===== src/rtl/aq_axilm_bridge_if.sv =====
// AXI4-Lite channel bundle between the register-request bridge (master) and a register slave.
interface aq_axilm_bridge_if #(
   parameter int unsigned ADDR_W = 32
);
   localparam int unsigned DATA_W = 32;
   localparam int unsigned STRB_W = DATA_W / 8;

   logic [ADDR_W-1:0] awaddr;
   logic [3:0]        awcache;
   logic [2:0]        awprot;
   logic              awvalid;
   logic              awready;

   logic [DATA_W-1:0] wdata;
   logic [STRB_W-1:0] wstrb;
   logic              wvalid;
   logic              wready;

   logic              bvalid;
   logic [1:0]        bresp;
   logic              bready;

   logic [ADDR_W-1:0] araddr;
   logic [3:0]        arcache;
   logic [2:0]        arprot;
   logic              arvalid;
   logic              arready;

   logic [DATA_W-1:0] rdata;
   logic [1:0]        rresp;
   logic              rvalid;
   logic              rready;

   modport master (
      output awaddr, awcache, awprot, awvalid, input awready,
      output wdata, wstrb, wvalid, input wready,
      input  bvalid, bresp, output bready,
      output araddr, arcache, arprot, arvalid, input arready,
      input  rdata, rresp, rvalid, output rready
   );

   modport slave (
      input  awaddr, awcache, awprot, awvalid, output awready,
      input  wdata, wstrb, wvalid, output wready,
      output bvalid, bresp, input bready,
      input  araddr, arcache, arprot, arvalid, output arready,
      output rdata, rresp, rvalid, input rready
   );
endinterface


===== src/rtl/aq_axilm_bridge.sv =====
// Single-outstanding AXI4-Lite master: converts one local register request into a write or read burst-free transaction.
module aq_axilm_bridge #(
   parameter int unsigned ADDR_W = 32
) (
   input  logic              ACLK,
   input  logic              ARESETN,
   input  logic              LOCAL_REQ,
   input  logic              LOCAL_RNW,
   input  logic [ADDR_W-1:0] LOCAL_ADDR,
   input  logic [3:0]        LOCAL_BE,
   input  logic [31:0]       LOCAL_WDATA,
   output logic              LOCAL_BUSY,
   output logic              LOCAL_ACK,
   output logic [31:0]       LOCAL_RDATA,
   output logic [1:0]        LOCAL_RESP,
   aq_axilm_bridge_if.master m_axi
);
   localparam int unsigned DATA_W = 32;
   localparam int unsigned STRB_W = DATA_W / 8;

   typedef enum logic [2:0] {
      ST_IDLE  = 3'd0,
      ST_WADDR = 3'd1,
      ST_WRESP = 3'd2,
      ST_RADDR = 3'd3,
      ST_RDATA = 3'd4
   } state_t;

   state_t              state_q, state_d;
   logic [ADDR_W-1:0]   addr_q, addr_d;
   logic [DATA_W-1:0]   wdata_q, wdata_d;
   logic [STRB_W-1:0]   strb_q, strb_d;
   logic                aw_done_q, aw_done_d;
   logic                w_done_q, w_done_d;
   logic                awvalid_q, awvalid_d;
   logic                wvalid_q, wvalid_d;
   logic                bready_q, bready_d;
   logic                arvalid_q, arvalid_d;
   logic                rready_q, rready_d;
   logic                busy_q, busy_d;
   logic                ack_q, ack_d;
   logic [DATA_W-1:0]   rdata_q, rdata_d;
   logic [1:0]          resp_q, resp_d;

   // State and all channel/local outputs are registered together.
   always_ff @(posedge ACLK or negedge ARESETN) begin
      if (!ARESETN) begin
         state_q   <= ST_IDLE;
         addr_q    <= '0;
         wdata_q   <= '0;
         strb_q    <= '0;
         aw_done_q <= 1'b0;
         w_done_q  <= 1'b0;
         awvalid_q <= 1'b0;
         wvalid_q  <= 1'b0;
         bready_q  <= 1'b0;
         arvalid_q <= 1'b0;
         rready_q  <= 1'b0;
         busy_q    <= 1'b0;
         ack_q     <= 1'b0;
         rdata_q   <= '0;
         resp_q    <= 2'b00;
      end else begin
         state_q   <= state_d;
         addr_q    <= addr_d;
         wdata_q   <= wdata_d;
         strb_q    <= strb_d;
         aw_done_q <= aw_done_d;
         w_done_q  <= w_done_d;
         awvalid_q <= awvalid_d;
         wvalid_q  <= wvalid_d;
         bready_q  <= bready_d;
         arvalid_q <= arvalid_d;
         rready_q  <= rready_d;
         busy_q    <= busy_d;
         ack_q     <= ack_d;
         rdata_q   <= rdata_d;
         resp_q    <= resp_d;
      end
   end

   always_comb begin
      state_d   = state_q;
      addr_d    = addr_q;
      wdata_d   = wdata_q;
      strb_d    = strb_q;
      aw_done_d = aw_done_q;
      w_done_d  = w_done_q;
      rdata_d   = rdata_q;
      resp_d    = resp_q;
      ack_d     = 1'b0;

      unique case (state_q)
         ST_IDLE: begin
            if (LOCAL_REQ) begin
               addr_d    = LOCAL_ADDR;
               wdata_d   = LOCAL_WDATA;
               strb_d    = LOCAL_BE;
               aw_done_d = 1'b0;
               w_done_d  = 1'b0;
               state_d   = LOCAL_RNW ? ST_RADDR : ST_WADDR;
            end
         end
         ST_WADDR: begin
            // AW and W complete independently; a handshake this cycle already counts.
            if (awvalid_q && m_axi.awready) aw_done_d = 1'b1;
            if (wvalid_q && m_axi.wready)   w_done_d  = 1'b1;
            if (aw_done_d && w_done_d)      state_d   = ST_WRESP;
         end
         ST_WRESP: begin
            if (m_axi.bvalid) begin
               resp_d  = m_axi.bresp;
               ack_d   = 1'b1;
               state_d = ST_IDLE;
            end
         end
         ST_RADDR: begin
            if (m_axi.arready) state_d = ST_RDATA;
         end
         ST_RDATA: begin
            if (m_axi.rvalid) begin
               rdata_d = m_axi.rdata;
               resp_d  = m_axi.rresp;
               ack_d   = 1'b1;
               state_d = ST_IDLE;
            end
         end
         default: state_d = ST_IDLE;
      endcase

      // Handshake outputs follow the state being entered so they are flop outputs.
      awvalid_d = (state_d == ST_WADDR) && !aw_done_d;
      wvalid_d  = (state_d == ST_WADDR) && !w_done_d;
      bready_d  = (state_d == ST_WRESP);
      arvalid_d = (state_d == ST_RADDR);
      rready_d  = (state_d == ST_RDATA);
      busy_d    = (state_d != ST_IDLE);
   end

   assign m_axi.awaddr  = addr_q;
   assign m_axi.awcache = 4'b0011;
   assign m_axi.awprot  = 3'b000;
   assign m_axi.awvalid = awvalid_q;
   assign m_axi.wdata   = wdata_q;
   assign m_axi.wstrb   = strb_q;
   assign m_axi.wvalid  = wvalid_q;
   assign m_axi.bready  = bready_q;
   assign m_axi.araddr  = addr_q;
   assign m_axi.arcache = 4'b0011;
   assign m_axi.arprot  = 3'b000;
   assign m_axi.arvalid = arvalid_q;
   assign m_axi.rready  = rready_q;

   assign LOCAL_BUSY  = busy_q;
   assign LOCAL_ACK   = ack_q;
   assign LOCAL_RDATA = rdata_q;
   assign LOCAL_RESP  = resp_q;
endmodule


===== src/flat_wrapper.sv =====
// flat-port wrapper written by rule: the top's interface ports become plain ports
module aq_axilm_bridge_flat 
#(
   parameter int unsigned ADDR_W = 32
)
  (ACLK, ARESETN, LOCAL_REQ, LOCAL_RNW, LOCAL_ADDR, LOCAL_BE, LOCAL_WDATA, LOCAL_BUSY, LOCAL_ACK, LOCAL_RDATA, LOCAL_RESP, m_axi_awaddr, m_axi_awcache, m_axi_awprot, m_axi_awvalid, m_axi_awready, m_axi_wdata, m_axi_wstrb, m_axi_wvalid, m_axi_wready, m_axi_bvalid, m_axi_bresp, m_axi_bready, m_axi_araddr, m_axi_arcache, m_axi_arprot, m_axi_arvalid, m_axi_arready, m_axi_rdata, m_axi_rresp, m_axi_rvalid, m_axi_rready);
  aq_axilm_bridge_if #(.ADDR_W(ADDR_W)) m_axi_i ();
  input  logic ACLK;
  input  logic ARESETN;
  input  logic LOCAL_REQ;
  input  logic LOCAL_RNW;
  input  logic [ADDR_W-1:0] LOCAL_ADDR;
  input  logic [3:0] LOCAL_BE;
  input  logic [31:0] LOCAL_WDATA;
  output logic LOCAL_BUSY;
  output logic LOCAL_ACK;
  output logic [31:0] LOCAL_RDATA;
  output logic [1:0] LOCAL_RESP;
  output wire logic [$bits(m_axi_i.awaddr)-1:0] m_axi_awaddr;
  output wire logic [$bits(m_axi_i.awcache)-1:0] m_axi_awcache;
  output wire logic [$bits(m_axi_i.awprot)-1:0] m_axi_awprot;
  output wire logic [$bits(m_axi_i.awvalid)-1:0] m_axi_awvalid;
  input wire logic [$bits(m_axi_i.awready)-1:0] m_axi_awready;
  output wire logic [$bits(m_axi_i.wdata)-1:0] m_axi_wdata;
  output wire logic [$bits(m_axi_i.wstrb)-1:0] m_axi_wstrb;
  output wire logic [$bits(m_axi_i.wvalid)-1:0] m_axi_wvalid;
  input wire logic [$bits(m_axi_i.wready)-1:0] m_axi_wready;
  input wire logic [$bits(m_axi_i.bvalid)-1:0] m_axi_bvalid;
  input wire logic [$bits(m_axi_i.bresp)-1:0] m_axi_bresp;
  output wire logic [$bits(m_axi_i.bready)-1:0] m_axi_bready;
  output wire logic [$bits(m_axi_i.araddr)-1:0] m_axi_araddr;
  output wire logic [$bits(m_axi_i.arcache)-1:0] m_axi_arcache;
  output wire logic [$bits(m_axi_i.arprot)-1:0] m_axi_arprot;
  output wire logic [$bits(m_axi_i.arvalid)-1:0] m_axi_arvalid;
  input wire logic [$bits(m_axi_i.arready)-1:0] m_axi_arready;
  input wire logic [$bits(m_axi_i.rdata)-1:0] m_axi_rdata;
  input wire logic [$bits(m_axi_i.rresp)-1:0] m_axi_rresp;
  input wire logic [$bits(m_axi_i.rvalid)-1:0] m_axi_rvalid;
  output wire logic [$bits(m_axi_i.rready)-1:0] m_axi_rready;
  assign m_axi_awaddr = m_axi_i.awaddr;
  assign m_axi_awcache = m_axi_i.awcache;
  assign m_axi_awprot = m_axi_i.awprot;
  assign m_axi_awvalid = m_axi_i.awvalid;
  assign m_axi_i.awready = m_axi_awready;
  assign m_axi_wdata = m_axi_i.wdata;
  assign m_axi_wstrb = m_axi_i.wstrb;
  assign m_axi_wvalid = m_axi_i.wvalid;
  assign m_axi_i.wready = m_axi_wready;
  assign m_axi_i.bvalid = m_axi_bvalid;
  assign m_axi_i.bresp = m_axi_bresp;
  assign m_axi_bready = m_axi_i.bready;
  assign m_axi_araddr = m_axi_i.araddr;
  assign m_axi_arcache = m_axi_i.arcache;
  assign m_axi_arprot = m_axi_i.arprot;
  assign m_axi_arvalid = m_axi_i.arvalid;
  assign m_axi_i.arready = m_axi_arready;
  assign m_axi_i.rdata = m_axi_rdata;
  assign m_axi_i.rresp = m_axi_rresp;
  assign m_axi_i.rvalid = m_axi_rvalid;
  assign m_axi_rready = m_axi_i.rready;
  aq_axilm_bridge #(.ADDR_W(ADDR_W)) u_core (.ACLK(ACLK), .ARESETN(ARESETN), .LOCAL_REQ(LOCAL_REQ), .LOCAL_RNW(LOCAL_RNW), .LOCAL_ADDR(LOCAL_ADDR), .LOCAL_BE(LOCAL_BE), .LOCAL_WDATA(LOCAL_WDATA), .LOCAL_BUSY(LOCAL_BUSY), .LOCAL_ACK(LOCAL_ACK), .LOCAL_RDATA(LOCAL_RDATA), .LOCAL_RESP(LOCAL_RESP), .m_axi(m_axi_i));
endmodule

===== config.mk =====
export PLATFORM = sky130hd
export DESIGN_NAME = aq_axilm_bridge_flat
export DESIGN_NICKNAME = d
export VERILOG_FILES = /design/src/rtl/aq_axilm_bridge_if.sv /design/src/rtl/aq_axilm_bridge.sv /design/src/flat_wrapper.sv
export SDC_FILE = /design/constraint.sdc
export NUM_CORES = 1
export LEC_CHECK = 0
export CELL_PAD_IN_SITES_DETAIL_PLACEMENT = 1
export CELL_PAD_IN_SITES_GLOBAL_PLACEMENT = 1
export CORE_MARGIN = 2
export CORE_UTILIZATION = 26
export CTS_CLUSTER_SIZE = 16
export DETAILED_ROUTE_END_ITERATION = 10
export MAX_ROUTING_LAYER = met4
export PLACE_DENSITY = 0.74
export SLEW_MARGIN = 20
export SYNTH_ARGS = -nofsm -noshare
export SYNTH_HDL_FRONTEND = slang
export SYNTH_SLANG_ARGS = --single-unit

===== constraint.sdc =====
create_clock -name ACLK -period 2 [get_ports ACLK]
set_clock_uncertainty 0.2 [all_clocks]
set_input_delay 0.2 -clock ACLK [delete_from_list [all_inputs] [get_ports ACLK]]
set_output_delay 0.2 -clock ACLK [all_outputs]
set_load 0.05 [all_outputs]

**Yosys cells after proc, flatten, opt, wreduce, memory -nomap -nowiden**

Cells that the tools add are included.

- Equal/unequal tests: 10
- Muxes and demuxes: 21
- Reductions and logical operators: 13

Operators with widths:

| kind | number |
|---|---|
| 2-to-1 mux 3 bit | 5 |
| case mux 3 bit (5 select lines) | 1 |
| equality test 3 x 2 -> 1 bit, second input constant | 4 |
| 2-to-1 mux 1 bit | 8 |
| equality test 3 x 1 -> 1 bit, second input constant | 2 |
| equality test 3 bit, second input constant | 2 |
| 2-to-1 mux 2 bit | 3 |
| case mux 1 bit (2 select lines) | 3 |
| logical AND 1 bit | 5 |
| inequality test 2 bit, second input constant | 2 |
| case mux 2 bit (2 select lines) | 1 |
| AND reduction 2 bit | 2 |
| logical NOT 3 bit | 1 |
| AND reduction 3 bit | 1 |
| nonzero test 3 bit | 1 |
| logical NOT 1 bit | 2 |
| nonzero test 2 bit | 1 |

- Register bits after elaboration: 114
- Output and inout port bits: 155

**Logic depth before layout (Yosys ltp)**

- Word-level depth: 8
- Mapped depth: 6

**Least setup slack after synthesis**

No wires, ideal clock.

- Path type: reg2reg
- Start point: register u_core.awvalid_q (netlist: u_core.m_axi.awvalid)
- End point: register u_core.busy_q (netlist: u_core.LOCAL_BUSY)
- Period minus slack after synthesis: 1.940 ns
- Arrival: 1.609 ns
- Setup time: 0.131 ns
- Path buffers: 0
- Cell stages (with the launch flop): 6
- Setup slack: 0.060 ns
- Path through: dfrtp_1 > a21oi_1 > o31ai_1 > o21ba_2 > inv_1 > or3_1

- Word-level cells in the longest chain between the ends: 7

Ends and longest elaborated chain:

| what | RTL line | RTL |
|---|---|---|
| from (decl) | aq_axilm_bridge.sv:35 | `logic awvalid_q, awvalid_d;` |
| from (signal assigned) | aq_axilm_bridge.sv:70 | `awvalid_q <= awvalid_d;` |
| logical AND 1 bit | aq_axilm_bridge.sv:106 | `if (awvalid_q && m_axi.awready) aw_done_d = 1'b1;` |
| 2-to-1 mux 1 bit | aq_axilm_bridge.sv:106 |  |
| 2-to-1 mux 1 bit | aq_axilm_bridge.sv:93 | `unique case (state_q)` |
| logical AND 1 bit | aq_axilm_bridge.sv:108 | `if (aw_done_d && w_done_d) state_d = ST_WRESP;` |
| 2-to-1 mux 3 bit | aq_axilm_bridge.sv:108 |  |
| case mux 3 bit (5 select lines) | aq_axilm_bridge.sv:93 |  |
| via u_core.state_d[0] | aq_axilm_bridge.sv:29 | `state_t state_q, state_d;` |
| nonzero test 3 bit | aq_axilm_bridge.sv:137 | `busy_d = (state_d != ST_IDLE);` |
| via u_core.busy_d | aq_axilm_bridge.sv:40 | `logic busy_q, busy_d;` |
| to (signal assigned) | aq_axilm_bridge.sv:75 | `busy_q <= busy_d;` |
| to (decl) | aq_axilm_bridge.sv:40 |  |

The timed path passes the listed nets, and every way through them passes these cells. The select of a mux whose other input is x is not followed.
A chain may end at the register's enable or synchronous reset.

**Worst setup path in the final report**

- Start point: register u_core.rdata_q[28] (netlist: u_core.LOCAL_RDATA[28])
- End point: output port LOCAL_RDATA[28]

RTL lines:

| what | RTL line | RTL |
|---|---|---|
| from (decl) | aq_axilm_bridge.sv:42 | `logic [DATA_W-1:0] rdata_q, rdata_d;` |
| from (signal assigned) | aq_axilm_bridge.sv:77 | `rdata_q <= rdata_d;` |
| to (decl) | flat_wrapper.sv:17 | `output logic [31:0] LOCAL_RDATA;` |

No word-level cell between the ends.

==> impl_metrics.csv <==
group,metric,value,unit
run_status,status,"finished, final reports clean",
floorplan,dieHeight,139,um
detailed_routing,vias,3388,
synth,ys_ff_latch,114,
placed_design,gp_congestion,0.797,
worst_setup_path,critPathLaunchType,"flip-flop",
worst_setup_path,path_buf_inv,1,
synth,synth_top_area_cell,"dfrtp_1",
clocking,clock_latency,0.39,ns
detailed_routing,via_per_inst,4.22,
floorplan,dieArea,0.0193,mm^2
clocking,cts_setup_buffers,0,
sta,fmax,0.511,GHz
cells_and_area,multi_input_area,0.00146,mm^2
clocking,clk_path_buf_depth,2,
synth,synthTopCellsByArea,"dfrtp_1 60%, mux2_2 24%, buf_4 7.3%",
detailed_routing,routedWlPerCell,17.0,um
worst_setup_path,critPathArrivalTime,1.56,ns
detailed_routing,drt_iter0_drc,85,
cells_and_area,syn2layout_area_growth,67.8,%
sta,fin_crit_sh,0.979,
clocking,clock_sinks,114,
cells_and_area,nNetsFinal,673,
worst_setup_path,slowest_stage,"clkdlybuf4s50_1",
synth,synth_top_area_frac,0.602,
worst_setup_path,path_cells,"clkdlybuf4s50_1",
synth,postSynthAreaPerCell,14.8,um^2
clocking,cts_htree_levels,4,
clocking,cts_buffers,17,
worst_setup_path,timing_worst_setup_path_type,"flip-flop to output port",
floorplan,num_io_pins,268,
worst_setup_path,cp-end-kind,"output port",
global_route,grt_start_max_net_pins,50,
clocking,clkTransAtPathRegs,0.05,ns
worst_setup_path,critPathMaxFanout,2,
synth,yosysUniqueCellTypes,28,
sta,period_minus_slack,1.96,ns
global_route,grt_pass1_wl,21700,um
sta,setup_viol,0,
cells_and_area,finish.instance_area,0.00796,mm^2
global_route,grt_pass1_vias,3953,
cells_and_area,seqCellArea,0.00285,mm^2
cells_and_area,drive_gt1_frac,0.266,
floorplan,fp-row-count,49,
sta,hold_slack,0.0486,ns
worst_setup_path,crit_family,"buffers and inverters",
cells_and_area,post-route-util,0.444,
cells_and_area,fillCellCount,1846,
detailed_routing,drc,0,
job,cap_violations,0,
synth,syn_inst,320,
clocking,cts_tree,"done",
sta,tightest_slew,0.557,ns
floorplan,start_util,0.265,
placed_design,dpl.hpwl,10600,um
floorplan,coreArea,0.0179,mm^2
worst_hold_path,hp-class,"input pin to asynchronous set/reset pin",
sta,finalHoldViolCount,0,
placed_design,place_area,0.00730,mm^2
synth,syn_area,0.00474,mm^2
sta,relSlewSlack,0.628,
detailed_routing,first_pass_iters,4,
global_route,antenna_found_initial,1,
worst_setup_path,ff2ff_path_depth,4,
worst_setup_path,critPathRequiredTime,1.60,ns
worst_setup_path,cp_num_cells,1,
sta,rsz0062_at_grt,"false",
worst_setup_path,slowest_delay,0.82,ns
detailed_routing,wl,13600,um
detailed_routing,ant_nets,0,
clocking,cts-root-buf,"clkbuf_16",
synth,yosysSeqAreaShare,0.602,
global_route,overflow,0,
placed_design,port-buffer-count,253,
synth,yosys_warnings,0,
floorplan,fp.dieW,139,um
global_route,gr-usage-all-layers,0.148,
sta,drv_slew,0,
## repair_timing
item	in CTS	in global routing
resized for setup	59	64
hold buffers	1	0
setup endpoints to repair	62	64
endpoints found under the hold margin	114	0
## layer usage
layer / vias to the layer above / global-route usage / share of wire
met5: - / - / 0
met4: 0 / 0.0553 / 0.025
met3: 19 / 0.0532 / 0.063
met2: 141 / 0.260 / 0.54
met1: 1693 / 0.153 / 0.37
li1: 1535 / - / -
## layout by cell type (no fill, tap or decap), drive strengths merged, types with 2 or more instances in the layout
cell type / netlist / routed
bufinv: 0 / 2
o22ai: 2 / 2
dfrtp: 114 / 114
nor3: 2 / 2
mux2: 101 / 101
mux2i: 2 / 2
nand3b: 2 / 2
dlymetal6s2s: 0 / 64
dlygate4sd2: 0 / 59
clkinvlp: 0 / 2
buf: 59 / 20
nor2: 10 / 10
conb: 2 / 14
clkbuf: 1 / 21
clkdlybuf4s50: 0 / 125
clkinv: 0 / 6
a21oi: 7 / 7
inv: 2 / 2
nor4b: 2 / 2
nand2: 4 / 4
## synth_stat cells (all sizes together)
library cell / n
clkbuf: 1
o32ai: 1
o22ai: 2
buf: 59
nor4b: 2
a41oi: 1
mux2: 101
and3: 1
conb: 2
mux2i: 2
nand2: 4
nor2: 10
a31oi: 1
o31a: 1
o31ai: 1
nand3b: 2
o21ba: 1
dfrtp: 114
nand2b: 1
nor3: 2
a21oi: 7
nor3b: 1
inv: 2
or3: 1
## stage by stage
step	instances	setup WS, ns	setup TNS (ns)
6_report	802	0.0418	0
5_1_grt	802	0.000585	0
4_1_cts	801	0.000125	0
3_5_place_dp	769	-0.0467	-1.31
3_3_place_gp	769	-0.00127	-0.00568
2_1_floorplan	332	0.0600	0
## cell type report
class,count,area share
diodes,1,0.000315
clock buffers,21,0.0554
clock inverters,10,0.0142
inverters,2,0.000944
multi-input cells,156,0.184
flip-flops and latches,114,0.359
well taps,229,0.0360
repair buffers,269,0.351
## flip-flops by register name, summed over array words and instances, names as in the netlist, 2 cells and up
signal / cells
u_core.LOCAL_RDATA: 32
u_core.m_axi.wstrb: 4
u_core.state_q: 3
u_core.LOCAL_RESP: 2
u_core.m_axi.araddr: 32
u_core.m_axi.wdata: 32
## cells by family after synthesis
| group | after synthesis | synth area share |
|---|---|---|
| compound gates | 15 | 0.0222 |
| buf+inv | 62 | 0.0995 |
| flops | 114 | 0.602 |
| mux | 103 | 0.244 |
| other cells | 2 | 0.00158 |
| simple gates | 24 | 0.0309 |
## path summary, 6_finish.rpt
path / endpoint / slack (ns) / from
max: LOCAL_RDATA[28] / 0.04 / u_core.LOCAL_RDATA[28]$_DFFE_PN0P_
min: u_core.m_axi.wdata[12]$_DFFE_PN0P_ / 0.05 / ARESETN
max reg2reg: u_core.m_axi.wstrb[2]$_DFFE_PN0P_ / 0.16 / u_core.state_q[1]$_DFF_PN0_
min reg2reg: u_core.LOCAL_RDATA[6]$_DFFE_PN0P_ / 0.30 / u_core.LOCAL_RDATA[6]$_DFFE_PN0P_
max in group asynchronous: u_core.LOCAL_RDATA[7]$_DFFE_PN0P_ / 0.97 / ARESETN
min in group ACLK: u_core.m_axi.wdata[25]$_DFFE_PN0P_ / 0.21 / LOCAL_WDATA[25]
Power is left out: the tool's default activity adds up to more than one toggle a clock period on the data nets, which glitch-free logic cannot reach.
